--- src/rtl/pfc_pkg.sv ---
// Shared constants for the parametrised frame counter: FSM state encoding and TX/RX mode values.
// State values are fixed so other blocks can decode them.
package pfc_pkg;

    localparam logic [1:0] PFC_IDLE = 2'd0;
    localparam logic [1:0] PFC_RUN  = 2'd1;
    localparam logic [1:0] PFC_LAST = 2'd2;

    localparam logic PFC_MODE_RX = 1'b0;
    localparam logic PFC_MODE_TX = 1'b1;

endpackage

--- src/rtl/param_frame_counter.sv ---
// Frame counter: counts frame-done strobes up to a latched terminal index, flags last frame / done.
// All outputs registered (visible 1 cycle after the causing strobe); no backpressure, strobes always accepted.
module param_frame_counter
    import pfc_pkg::*;
#(
    parameter int CNT_W = 8
) (
    input  logic             i_pfc_clk,
    input  logic             i_pfc_rst,
    input  logic             i_pfc_start,
    input  logic [CNT_W-1:0] i_pfc_no_frms,
    input  logic             i_pfc_mode,
    input  logic             i_pfc_frm_done,
    input  logic             i_pfc_abort,
    input  logic             i_pfc_auto_reload,
    output logic [CNT_W-1:0] o_pfc_frm_idx,
    output logic             o_pfc_last_frame,
    output logic             o_pfc_done,
    output logic             o_pfc_busy,
    output logic             o_pfc_err
);

    logic [1:0]       state_q, state_d;
    logic [CNT_W-1:0] idx_q, idx_d;
    logic [CNT_W-1:0] term_q, term_d;
    logic             done_d, err_d;
    logic [CNT_W-1:0] idx_inc;
    logic [CNT_W-1:0] start_term;
    logic             start_bad;

    assign idx_inc    = idx_q + 1'b1;
    // TX runs N frames, RX runs N+1; N-1 wraps in CNT_W bits but N=0 TX is rejected anyway.
    assign start_term = (i_pfc_mode == PFC_MODE_TX) ? (i_pfc_no_frms - 1'b1) : i_pfc_no_frms;
    assign start_bad  = (i_pfc_mode == PFC_MODE_TX) && (i_pfc_no_frms == '0);

    always_comb begin
        state_d = state_q;
        idx_d   = idx_q;
        term_d  = term_q;
        done_d  = 1'b0;
        err_d   = 1'b0;
        case (state_q)
            PFC_IDLE: begin
                if (!i_pfc_abort && i_pfc_start) begin
                    if (start_bad) begin
                        err_d = 1'b1;
                    end else begin
                        term_d  = start_term;
                        idx_d   = '0;
                        state_d = (start_term == '0) ? PFC_LAST : PFC_RUN;
                    end
                end
            end
            PFC_RUN: begin
                if (i_pfc_abort) begin
                    state_d = PFC_IDLE;
                    idx_d   = '0;
                end else if (i_pfc_frm_done) begin
                    idx_d   = idx_inc;
                    state_d = (idx_inc == term_q) ? PFC_LAST : PFC_RUN;
                end
            end
            PFC_LAST: begin
                if (i_pfc_abort) begin
                    state_d = PFC_IDLE;
                    idx_d   = '0;
                end else if (i_pfc_frm_done) begin
                    done_d = 1'b1;
                    idx_d  = '0;
                    if (i_pfc_auto_reload) begin
                        state_d = (term_q == '0) ? PFC_LAST : PFC_RUN;
                    end else begin
                        state_d = PFC_IDLE;
                    end
                end
            end
            default: begin
                state_d = PFC_IDLE;
                idx_d   = '0;
            end
        endcase
    end

    always_ff @(posedge i_pfc_clk) begin
        if (i_pfc_rst) begin
            state_q          <= PFC_IDLE;
            idx_q            <= '0;
            term_q           <= '0;
            o_pfc_last_frame <= 1'b0;
            o_pfc_done       <= 1'b0;
            o_pfc_busy       <= 1'b0;
            o_pfc_err        <= 1'b0;
        end else begin
            state_q          <= state_d;
            idx_q            <= idx_d;
            term_q           <= term_d;
            o_pfc_last_frame <= (state_d == PFC_LAST);
            o_pfc_done       <= done_d;
            o_pfc_busy       <= (state_d != PFC_IDLE);
            o_pfc_err        <= err_d;
        end
    end

    assign o_pfc_frm_idx = idx_q;

endmodule

--- config.mk ---
export PLATFORM = sky130hd
export DESIGN_NAME = param_frame_counter
export DESIGN_NICKNAME = d
export VERILOG_FILES = /design/src/rtl/pfc_pkg.sv /design/src/rtl/param_frame_counter.sv
export SDC_FILE = /design/constraint.sdc
export NUM_CORES = 1
export LEC_CHECK = 0
export ABC_CLOCK_PERIOD_IN_PS = 2900
export CAP_MARGIN = 20
export CORE_AREA = 10 10 64 66
export DETAILED_ROUTE_END_ITERATION = 8
export DIE_AREA = 0 0 74 76
export PLACE_DENSITY = 0.88
export SETUP_SLACK_MARGIN = 0.3
export SLEW_MARGIN = 0
export SYNTH_ARGS = -nofsm -noshare
export SYNTH_HDL_FRONTEND = slang
export SYNTH_SLANG_ARGS = --single-unit
export TNS_END_PERCENT = 30
--- constraint.sdc ---
create_clock -name i_pfc_clk -period 2.9 [get_ports i_pfc_clk]
set_input_delay 0.87 -clock i_pfc_clk [delete_from_list [all_inputs] [get_ports i_pfc_clk]]
set_output_delay 0.87 -clock i_pfc_clk [all_outputs]
set_load 0.005 [all_outputs]
==> results.yml <==
outcome:
  outcome: "finished, final reports clean"
cells_and_area:
  syn_to_final_growth_pct: 23.2
  final_layout_size_suffix_gt1_share_pct: 10.9
  num-nets-final: 221
  stdcell_count: 235
  final_cell_mix: "26 x clkdlybuf4s50_1, 23 x nor2_1, 22 x dfxtp_1"
  antennaDiodeCount: 0
  final_common_cell: "clkdlybuf4s50_1"
synth:
  synth_compound_area_share_pct: 24.9
  synth_mux_area_share_pct: 0.778
  ys_warn_count: 0
  synth-simple-area-share_pct: 29.1
  synth_largest_area_cell: "dfxtp_1"
  syn_nets: 192
  synthAdderAreaFrac_pct: 1.73
  synth_flop_cell: "dfxtp_1"
  yosysSeqAreaShare_pct: 30.4
  synth_cell_types: 53
  yosys.area.top_type_share_pct: 30.4
  synth_area_sq_um: 1450
  syn_area_per_cell_sq_um: 8.27
  synth_xor_xnor_area_share_pct: 8.21
  synth-async-reset-ratio_pct: 0
  netlist_instances: 175
  synth_top_family_by_area: "simple AND/OR/NAND/NOR gates"
  synth_edf_count: 0
  synth_top_cells_by_area: "dfxtp_1 30%, nor2_1 6.2%, a21oi_1 5.2%, xnor2_1 3.6%, o21ai_0 3.5%"
  synth_seq_cells: 22
power_and_ir_drop:
  ir_worst_vdd_v: 0.000239
  power_switching_mw: 0.165
  internal_power_mw: 0.421
  p_clk_share_pct: 24.1
  switching_share_pct: 28.1
  powerDensity_nw_per_um2: 329
  total_leakage_power_nw: 0.602
  seqPwrFrac_pct: 55.1
  total_power_mw: 0.586
  combPwrFrac_pct: 20.8
drt:
  post_drt_wl_per_cell_microns: 14.6
  via_per_inst: 5.92
  drtIter0Drc: 124
  first_pass_iters: 4
  vias: 1392
  drc: 0
  routed_wl_microns: 3430
  ant_nets: 0
cts:
  ctsHoldBuffers: 0
  cts_setup_buffers: 0
  cts.htree.levels: 1
  clockBufferDepth: 2
  clock_latency_ns: 0.32
  cts_num_sinks: 22
  clk_pin_slew_worst_paths_ns: 0.13
  cts_tree: "yes"
  root_buffer: "clkbuf_4"
  cts_inserted_buffers: 3
  cts-resized-gates: 0
floorplanning:
  boundaryPins: 27
  core-area_sq_um: 2930
  dieWidth_microns: 74
  dieArea_sq_um: 5620
  start_util_pct: 49.4
  rows: 20
  die_h_microns: 76
worst_setup_path:
  worstReg2RegStart: "o_pfc_frm_idx[0]"
  critPathRequiredTime_ns: 3.11
  crit_fanout: 8
  critPathKind: "primary input to flip-flop"
  setup.worst_path.end_class: "flip-flop"
  crit_start: "i_pfc_mode"
  crit_path_cell_trace: "clkdlybuf4s50_1, nor4b_4, buf_4, xor2_1, nor2_1, a41oi_1, o2bb2ai_1"
  slowest_stage: "clkdlybuf4s50_1"
  arrival_ns: 2.76
  max_stage_delay_ns: 0.62
  worstSetupStartpointType: "primary input"
placement:
  place.gp.congestion: 0.882
  dp_hpwl_microns: 2730
  numPortBuffers: 26
  dp.cells: 232
grt:
  grt_max_degree: 17
  first_global_vias: 1270
  grt_usage_pct: 12.2
  grt_overflow: 0
  grt_antenna_before_repair: 0
  grt_pass1_wl_microns: 5670
sta:
  max_freq_mhz: 392
  setup_viol: 0
  fin_tns_setup_ns: 0
  finalHoldViolations: 0
  maxSlewHeadroom_pct: 69.6
  holdWs_ns: 0.526
  min_period_ns: 2.55
  drv_slew: 0
  worst_slew_pin_slew_ns: 0.452
  rsz0062_at_grt: "yes"
  finalCritPeriodShare_pct: 88.0
  clock-skew-final_ns: 0.0189
min_path:
  worstHoldPathType: "flip-flop to flip-flop"
  hold_start: "term_q[2]"
run:
  drv_cap: 0
==> registers in the layout, indices dropped and copies added (netlist names) <==
register	cells
o_pfc_busy	1
state_q	2
o_pfc_done	1
term_q	8
o_pfc_frm_idx	8
o_pfc_last_frame	1
o_pfc_err	1
==> critical path, delay by kind of cell <==
family	cells	cell delay, ns
and+or+nand+nor	2	0.41
xor gates and xnor gates	1	0.19
buffers and inverters	2	0.81
AOI/OAI and AO/OA	2	0.48
==> synthesized netlist by cell type, types with 2 or more instances <==
library cell	instances
a211oi_1	5
a21oi_1	15
a31oi_1	4
a41oi_1	2
and3_1	3
buf_2	2
buf_4	2
clkbuf_1	4
dfxtp_1	22
ha_1	2
inv_1	7
nand2_1	4
nand3_1	7
nand3b_1	2
nand4_1	2
nor2_1	24
nor3_1	9
nor4_1	4
o21ai_0	10
o2bb2ai_1	2
or3_1	2
xnor2_1	6
xor2_1	5
==> area by class of cell <==
class,instances,area (sq um)
Fill cell,267,1140
Multi-Input combinational cell,137,940
Sequential cell,22,440
Timing Repair Buffer,33,313
Tap cell,33,41.3
Inverter,7,26.3
Clock buffer,3,22.5
==> path summary, 6_finish.rpt <==
| path | cells past startpoint | to | slack [ns] |
|---|---|---|---|
| min reg2reg | 2 | term_q[2] | 0.53 |
| max reg2reg | 6 | state_q[1] | 0.66 |
| max | 7 | state_q[1] | 0.35 |
| min | 2 | term_q[2] | 0.53 |
==> per-stage QoR <==
step                worst slack, ns  instance area, sq um  util (%)
finish                        0.348                  1780      60.9
global route                  0.217                  1780      60.9
CTS                           0.320                  1780      60.8
detailed placement         -0.00690                  1760      60.0
global placement             0.0392                  1760      60.0
floorplan                     0.695                  1450         -
==> power groups by stage <==
stage / Combinational, mW / Sequential, mW / Clock [mW]
after CTS: 0.121 / 0.323 / 0.142
after detailed placement: 0.121 / 0.330 / 0
after global routing: 0.134 / 0.325 / 0.152
final: 0.122 / 0.323 / 0.141
after global placement: 0.118 / 0.329 / 0
after floorplan: 0.0730 / 0.327 / 0
==> logic make-up (layout without fill, tap and decap cells) <==
logic type | count (synthesis) | in the layout
simple gates | 71 | 71
buf+inv | 16 | 43
compound gates | 51 | 51
fa+ha+maj | 2 | 2
mux | 1 | 1
flops | 22 | 22
xor+xnor | 12 | 12
==> per-layer routing <==
layer  track usage [%]  vias to the layer above  part of all wire (%)
met3              1.56                        7                   5.2
met4              6.16                        0                   2.6
met5                 0                        -                     0
met2              18.5                       38                    46
li1                  -                      711                     -
met1              16.1                      636                    46
Note: power is estimated with default switching activity, not from simulation.
